$ cat config.mk
export PLATFORM = sky130hd
export DESIGN_NAME = tdm_demux4
export DESIGN_NICKNAME = d
export VERILOG_FILES = /design/src/rtl/tdm_pkg.sv /design/src/rtl/tdm_slot_cnt.sv /design/src/rtl/tdm_demux4.sv
export SDC_FILE = /design/constraint.sdc
export NUM_CORES = 1
export LEC_CHECK = 0
export CAP_MARGIN = 15
export CELL_PAD_IN_SITES_DETAIL_PLACEMENT = 2
export CELL_PAD_IN_SITES_GLOBAL_PLACEMENT = 2
export CORE_MARGIN = 2
export CORE_UTILIZATION = 37
export DETAILED_ROUTE_END_ITERATION = 10
export GPL_TIMING_DRIVEN = 0
export PLACE_DENSITY = 0.74
export SYNTH_ARGS = -nofsm -noshare
export SYNTH_HDL_FRONTEND = slang
export SYNTH_SLANG_ARGS = --single-unit
$ cat constraint.sdc
create_clock -name clk -period 2.46 [get_ports clk]
set_clock_uncertainty 0.05 [all_clocks]
set_input_delay 0.492 -clock clk [delete_from_list [all_inputs] [get_ports clk]]
set_output_delay 0.492 -clock clk [all_outputs]
set_load 0.01 [all_outputs]
$ cat src/rtl/tdm_pkg.sv
// Shared definitions for the 4-channel TDM demultiplexer.
// Optional build macro: TDM_PARITY_EN (adds a trailing even-parity bit per frame).
package tdm_pkg;

  localparam int NUM_CH = 4;
  localparam int SLOT_W = 2;

  typedef enum logic [1:0] {
    HUNT = 2'b00,
    RECV = 2'b01,
    PAR  = 2'b10
  } tdm_state_e;

  // True when the accumulated data parity combined with the received parity bit is even.
  function automatic logic even_par_ok(input logic acc, input logic par_bit);
    return ((acc ^ par_bit) == 1'b0);
  endfunction

endpackage

$ cat src/rtl/tdm_slot_cnt.sv
// Slot (channel) and bit-row counter for the TDM demultiplexer.
// restart_i loads the post-sync position (slot 1, row 0); adv_i steps one enabled bit.
module tdm_slot_cnt
  import tdm_pkg::*;
#(
  parameter int WIDTH = 4
) (
  input  logic              clk,
  input  logic              rst_n,
  input  logic              adv_i,
  input  logic              restart_i,
  output logic [SLOT_W-1:0] slot_o,
  output logic              wrap_o,
  output logic              last_o
);

  logic [SLOT_W-1:0] slot_q;
  logic [3:0]        k_q;

  assign slot_o = slot_q;
  assign wrap_o = (slot_q == 2'd3);
  assign last_o = (k_q == 4'(WIDTH - 1));

  // Slot increments every enabled bit; the row counter advances on slot wrap and clears after the last row.
  always_ff @(posedge clk or negedge rst_n) begin
    if (!rst_n) begin
      slot_q <= 2'd0;
      k_q    <= 4'd0;
    end else if (restart_i) begin
      slot_q <= 2'd1;
      k_q    <= 4'd0;
    end else if (adv_i) begin
      slot_q <= slot_q + 2'd1;
      if (wrap_o) begin
        k_q <= last_o ? 4'd0 : (k_q + 4'd1);
      end
    end
  end

endmodule

$ cat src/rtl/tdm_demux4.sv
// 4-channel bit-serial TDM demultiplexer: interleaved MSB-first stream into four WIDTH-bit words.
// Optional build macro: TDM_PARITY_EN (frame carries one extra even-parity bit, checked before loading).
module tdm_demux4
  import tdm_pkg::*;
#(
  parameter int WIDTH = 4
) (
  input  logic             clk,
  input  logic             rst_n,
  input  logic             en,
  input  logic             sync,
  input  logic             din,
  output logic [WIDTH-1:0] ch0,
  output logic [WIDTH-1:0] ch1,
  output logic [WIDTH-1:0] ch2,
  output logic [WIDTH-1:0] ch3,
  output logic             frame_valid,
  output logic             busy,
  output logic             sync_err,
  output logic             par_err
);

  tdm_state_e        state_q;
  logic [WIDTH-1:0]  sr_q  [NUM_CH];
  logic [WIDTH-1:0]  ch_q  [NUM_CH];
  logic [WIDTH-1:0]  sr_nx_s [NUM_CH];
  logic              fv_q;
  logic              busy_q;
  logic              se_q;
  logic [SLOT_W-1:0] slot_s;
  logic              wrap_s;
  logic              last_s;
  logic              start_s;
  logic              adv_s;

  assign start_s = en & sync;
  assign adv_s   = en & ~sync & (state_q == RECV);

  tdm_slot_cnt #(.WIDTH(WIDTH)) u_cnt (
    .clk       (clk),
    .rst_n     (rst_n),
    .adv_i     (adv_s),
    .restart_i (start_s),
    .slot_o    (slot_s),
    .wrap_o    (wrap_s),
    .last_o    (last_s)
  );

  // Each shift register's value with the current din appended at the LSB end.
  always_comb begin
    for (int j = 0; j < NUM_CH; j++) begin
      sr_nx_s[j] = (sr_q[j] << 1'b1) | WIDTH'(din);
    end
  end

`ifdef TDM_PARITY_EN
  logic par_q;
  logic pe_q;
  assign par_err = pe_q;
`else
  assign par_err = 1'b0;
`endif

  // Frame FSM: steers bits into shift registers, loads the output words and raises the status pulses.
  always_ff @(posedge clk or negedge rst_n) begin
    if (!rst_n) begin
      state_q <= HUNT;
      fv_q    <= 1'b0;
      busy_q  <= 1'b0;
      se_q    <= 1'b0;
      for (int j = 0; j < NUM_CH; j++) begin
        sr_q[j] <= '0;
        ch_q[j] <= '0;
      end
`ifdef TDM_PARITY_EN
      par_q <= 1'b0;
      pe_q  <= 1'b0;
`endif
    end else begin
      fv_q <= 1'b0;
      se_q <= 1'b0;
`ifdef TDM_PARITY_EN
      pe_q <= 1'b0;
`endif
      if (start_s) begin
        // Sync always (re)starts a frame with din as the ch0 MSB; mid-frame it aborts the old one.
        sr_q[0] <= sr_nx_s[0];
        se_q    <= (state_q != HUNT);
        state_q <= RECV;
        busy_q  <= 1'b1;
`ifdef TDM_PARITY_EN
        par_q <= din;
`endif
      end else if (en) begin
        case (state_q)
          HUNT: begin
            state_q <= HUNT;
          end
          RECV: begin
            sr_q[slot_s] <= sr_nx_s[slot_s];
`ifdef TDM_PARITY_EN
            par_q <= par_q ^ din;
            if (wrap_s && last_s) begin
              state_q <= PAR;
            end
`else
            if (wrap_s && last_s) begin
              ch_q[0] <= sr_q[0];
              ch_q[1] <= sr_q[1];
              ch_q[2] <= sr_q[2];
              ch_q[3] <= sr_nx_s[3];
              fv_q    <= 1'b1;
              state_q <= HUNT;
              busy_q  <= 1'b0;
            end
`endif
          end
`ifdef TDM_PARITY_EN
          PAR: begin
            if (even_par_ok(par_q, din)) begin
              for (int j = 0; j < NUM_CH; j++) begin
                ch_q[j] <= sr_q[j];
              end
              fv_q <= 1'b1;
            end else begin
              pe_q <= 1'b1;
            end
            state_q <= HUNT;
            busy_q  <= 1'b0;
          end
`endif
          default: begin
            state_q <= HUNT;
            busy_q  <= 1'b0;
          end
        endcase
      end
    end
  end

  assign ch0         = ch_q[0];
  assign ch1         = ch_q[1];
  assign ch2         = ch_q[2];
  assign ch3         = ch_q[3];
  assign frame_valid = fv_q;
  assign busy        = busy_q;
  assign sync_err    = se_q;

endmodule

==> metrics.md <==
| Metric | Value |
|---|---|
| Run status | complete, no violations |
| # setup viols final | 0 |
| NumNets Final | around 170 |
| Clk sinks | between 40 and 50 |
| Total power | 1.687 mW |
| Vias in the first global route | around 1,300 |
| Die height | approximately 74 µm |
| I/O pin count | 25 |
| Worst-Margin Slew | between 900 and 1000 ps |
| Fin area | 2245 µm² |
| Worst reg2reg path startpoint | u_cnt.slot_o[1]$_DFFE_PN0P_ |
| Root buffer cell | clkbuf_8 |
| DRT Wirelength | roughly 4.0 mm |
| Synth Flop Type | dfrtp_1 |
| First-pass GRT wire length | approximately 6.7 mm |
| Min Tclk post-route | 2010 ps |
| Die Area | 5523 µm² |
| Detailed Routing Iterations Pass 1 | 4 |
| Period utilization | 81.69% |
| Hpwl dp | approximately 3 mm |
| Cell variety after synth | 29 |
| Die X | about 74 µm |
| Initial Util | 38.47% |
| Hold buffers post-CTS | 0 |
| EDFF count, synth | 0 |
| Maximum clock frequency | around 500 MHz |
| Worst setup EP type | register |
| Met2 WL | 2.042 mm |
| Starting DRT DRC Count | 29 |
| Post-Route M1 WL | around 1.7 mm |
| Share of layout cells above drive strength 1 | between 20% and 30% |
| Most area-consuming cells after synthesis | dfrtp_1, mux2_2, mux2_4, mux4_2, ha_1 |
| Slew headroom | about two fifths |
| H-tree levels | 2 |
| CTS Buf Count | 5 |
| Most frequent cells in the layout | dfrtp_1, clkdlybuf4s50_1, nand2_1, mux2_2, mux2_4 |
| Postcts setup bufs | 0 |
| Clock Tree Buf Depth | 2 |
| VDD IR-drop max | approximately 0.00035 V |
| Synth Instances | roughly 130 |
| CP Launch Point | sync |
| Post-synth design cell area | 1829 µm² |
| Max Fanout on Critical Path | 10 |
| Leakage | ~1.1 nW |
| Reg2reg setup slack | around 460 ps |
| RSZ-0062 raised after global routing | no |
| Syn nets | between 100 and 150 |
| Antenna Nets Post-Route | 0 |
| Worst-Skew Late Latency | roughly 290 ps |
| Cell Rows | 25 |
| Synth Area per Inst | approximately 14 µm² |
| Routed vias | approximately 1,200 |
| DP Area | around 2100 µm² |
| Maxcap violations | 0 |
| Final Hold Viols | 0 |
| GPL Wtd Cong | 0.7475 |
| Max-slew violations | 0 |
| Setup WS pre-CTS | roughly 160 ps |
| Wire length per cell | between 15 and 20 µm |
| Area share of the largest cell type after synthesis | 56.09% |
| Final worst slack | 450.3 ps |
| Largest area contributor in the netlist | dfrtp_1 |
| Sequential share of the synthesized area | between 50% and 60% |
| Ys Warns | 0 |
| Ys async rst share | between 90% and 100% |
| HP Class | in -> async |
| Pwr Density | around 750 nW/µm² |
| Core area | around 4800 µm² |
| DR top layer | met4 |
| Arrival time worst endpoint | ~2100 ps |
| Worst endpoint required time | 2590 ps |
| CTS tree | yes |
| Layout fillers | between 400 and 500 |
| Commonest non-fill, non-tap cell in the layout | dfrtp_1 |
| Post-cts repair resize count | 0 |
| DRC Markers | 0 |
| Largest net degree at the start of global routing | 42 |
| Crit start category | primary input |
| CTS clk-pin slew, worst paths | 70 ps |
| Port bufs | 22 |
| Antenna cells | 0 |
| CP Class | in -> reg |
| Register bit total from synthesis | 41 |
| Area Overhead vs Synth | 22.71% |
| Metal3 WL | 115 µm |
| Via/cell ratio | ~5 |
| All-layer global routing usage | about 17% |
| Initial antenna violation count | 0 |
| Gr ovfl total | 0 |
path summary, 6_finish.rpt:
path | endpoint | cells past startpoint
setup / recovery | ch2[1]$_DFFE_PN0P_ | 6
hold reg to reg | busy$_DFFE_PN0P_ | 1
max in group asynchronous | u_cnt.k_q[0]$_DFFE_PN0P_ | 1
setup reg to reg | ch2[1]$_DFFE_PN0P_ | 6
hold / removal | ch2[2]$_DFFE_PN0P_ | 1
min in group clk | busy$_DFFE_PN0P_ | 1
Yosys cell counts (all sizes together) (2+ instances only):
| master | count |
|---|---|
| o21ai | 2 |
| mux4 | 3 |
| buf | 5 |
| nand3 | 7 |
| a21o | 3 |
| inv | 4 |
| ha | 5 |
| nand2 | 16 |
| and3 | 4 |
| a221o | 3 |
| mux2 | 25 |
| nand4b | 2 |
| dfrtp | 41 |
| clkbuf | 2 |
critical path, cell delays in order:
cell and delay [ps]:
clkdlybuf4s50_1 580, and4b_1 240, buf_4 170, nand2_4 140, buf_6 190, mux2_4 310
metrics by stage:
step	TNS, ps	hold slack (ps)	instances	utilization [%]
2_1_floorplan	0	146.4	133	-
3_3_place_gp	-5827	418.8	222	44.87
3_5_place_dp	0	421.2	222	44.76
4_1_cts	0	314.7	230	47.21
5_1_grt	0	337.4	230	47.21
6_report	0	286.8	230	47.21
cells by family (layout without fill, tap and decap cells):
group	Yosys count	after routing	synth area share (%)
compound gates	11	11	4.651
fa+ha+maj	5	5	3.420
buf+inv	11	41	3.488
flops	41	41	56.09
mux	29	29	21.48
other cells	1	1	0.2050
simple gates	35	35	10.67
final cells by class:
class                           count  area [µm²]  share of cell area, %
Clock buffer                        7       86.33                  3.846
Buffer                              7       48.80                  2.174
Sequential cell                    41        1026                  45.71
Multi-Input combinational cell     81       739.5                  32.94
Timing Repair Buffer               22       215.2                  9.588
Inverter                            4       15.01                 0.6689
Tap cell                           67       83.83                  3.735
Clock inverter                      1       30.03                  1.338
where the power goes:
group	internal [mW]	switching [mW]
registers	0.779	0.100
logic	0.138	0.115
clock network	0.331	0.223
per-layer routing:
metal  vias to the layer above  track usage [%]
met4                         0            5.754
met2                        22            29.27
met3                         6            3.659
li1                        523                -
met1                       602            19.98
met5                         -                0
registers in the layout, indices dropped and copies added (netlist names), 2 cells and up:
signal / flops
sr_q: 15
u_cnt.slot_o: 2
ch0: 4
ch2: 4
ch1: 4
u_cnt.k_q: 4
ch3: 4
Power figures use the tool's default switching activity.
==> RTL change (same flow settings) <==
The 3 states of `tdm_state_e` get a one-hot encoding in 3 bits.
--- a/src/rtl/tdm_pkg.sv
+++ b/src/rtl/tdm_pkg.sv
@@ -7,6 +7,6 @@
 
-  typedef enum logic [1:0] {
-    HUNT = 2'b00,
-    RECV = 2'b01,
-    PAR  = 2'b10
+  typedef enum logic [2:0] {
+    HUNT = 3'b001,
+    RECV = 3'b010,
+    PAR  = 3'b100
   } tdm_state_e;
Behaviour: no difference found for any inputs over 10 cycles, from zero or initial values and one cycle with rst_n low; not proved beyond that.
==> RTL change against the unedited design <==
Worst setup slack worse by 88 ps. Clock power decreased by 25%. Die area grew 2.9%. Final area grew 2.4%. Count of clock-buffer cells in the layout unchanged. Combinational power is 27% higher. Sequential cell count grew 1. Wire length is 9.1% higher. Area after synthesis increased by 3.1%. Total power is 0.59% lower. Non-clock buffer count unchanged. Hold slack worse by 180 ps. Sequential power increased by 6.2%. Highest routed layer unchanged.
==> RTL change: results <==
set metrics [dict create \
    r2r_start "u_cnt.k_q[0]" \
    hold_class "in2async" \
    dp_cells 223 \
    grt_first_pass_wirelength_um 7130 \
    clk_pin_slew_worst_paths_ps 70 \
    num_antenna_cells 0 \
    cts-htree-levels 2 \
    syn_area_per_cell_um2 14.3 \
    grt_use_total 0.178 \
    nFillCells 502 \
    clk_latency_ps 290 \
    r2r-end "ch1[2]" \
    clk_path_buf_depth 2 \
    synth_nets 142 \
    p_leak_nw 1.09 \
    wl_um 4320 \
    port_buffers 23 \
    cp.arrival_ps 2220 \
    synthTopCellsByCount "dfrtp_1, mux2_2, mux2_4" \
    status "finished, final reports clean" \
    vias_per_cell 5.26 \
    drive_gt1_frac 0.276 \
    ys_top_cells_by_area "dfrtp_1, mux2_2, mux2_4, mux4_2, ha_1" \
    ir_drop_v 0.000291 \
    grt_max_degree 24 \
    internal_power_w 0.00119 \
    cts_made_buffers 5 \
    ff2ff_setup_slack_ps 610 \
    cts_setup_buffers 0 \
    fin_nets 173 \
    synth_seq_area_share 0.558 \
    place_ws_ps 60.4 \
    place_area_um2 2220 \
    grt_pass1_vias 1314 \
    hpwl_um 3170 \
    gp_congestion 0.739 \
    drt_iter0_drc 40 \
    routedWlPerCell_um 18.8 \
    r2r_cells 5 \
    clockRootBuffer "clkbuf_8" \
    first_pass_iters 3 \
    cts_resized 0 \
    slowest_delay_ps 530 \
    ys_types 36 \
]
[RTL change: how the worst max path moves through the flow]
stage	slack, ps	endpoint	depth (start not counted)
final	360	ch1[2]	6
after global routing	330	sr_q[12]	5
after CTS	380	ch1[2]	6
after detailed placement	60	ch2[0]	6
after global placement	-240	busy	1
after floorplan	770	sr_q[12]	5
[RTL change: worst max-delay path: cells and delay by family]
family	cells	cell delay [ps]
buffers and inverters	3	900
multiplexers	1	310
AND/OR/NAND/NOR	2	500
[RTL change: cells by family after synthesis]
| group | after synthesis | share of synthesized area |
|---|---|---|
| buffers and inverters | 11 | 0.0325 |
| other | 1 | 0.00199 |
| DFF | 42 | 0.558 |
| adders and majority gates | 5 | 0.0332 |
| muxes | 31 | 0.221 |
| and+or+nand+nor | 21 | 0.0750 |
| AOI/OAI and AO/OA | 21 | 0.0783 |
[RTL change: area by class of cell]
cell class	count	area, µm²	area share
repair buffers	24	253	0.110
multi-input cells	79	772	0.336
inverters	6	22.5	0.00980
clock buffers	7	76.3	0.0332
flip-flops and latches	42	1050	0.458
plain buffers	5	38.8	0.0169
well taps	67	83.8	0.0365
[RTL change: power groups by stage]
stage / logic, W / clock network (W) / registers [W]
2_1_floorplan: 0.000242 / 0 / 0.000896
3_3_place_gp: 0.000304 / 0 / 0.000939
3_5_place_dp: 0.000328 / 0 / 0.000951
4_1_cts: 0.000331 / 0.000440 / 0.000938
5_1_grt: 0.000362 / 0.000466 / 0.000961
6_report: 0.000323 / 0.000418 / 0.000935
[RTL change: metrics by stage]
step / total power [W] / hold WS (ps)
2_1_floorplan: 0.00114 / 146
4_1_cts: 0.00171 / 108
5_1_grt: 0.00179 / 122
6_report: 0.00168 / 106
3_3_place_gp: 0.00124 / 440
3_5_place_dp: 0.00128 / 433
[RTL change: routing by layer]
layer / up-vias / part of all wire / global-route usage
li1: 544 / - / -
met1: 636 / 0.44 / 0.233
met2: 23 / 0.50 / 0.274
met3: 6 / 0.041 / 0.0542
met4: 0 / 0.017 / 0.0780
met5: - / 0 / 0
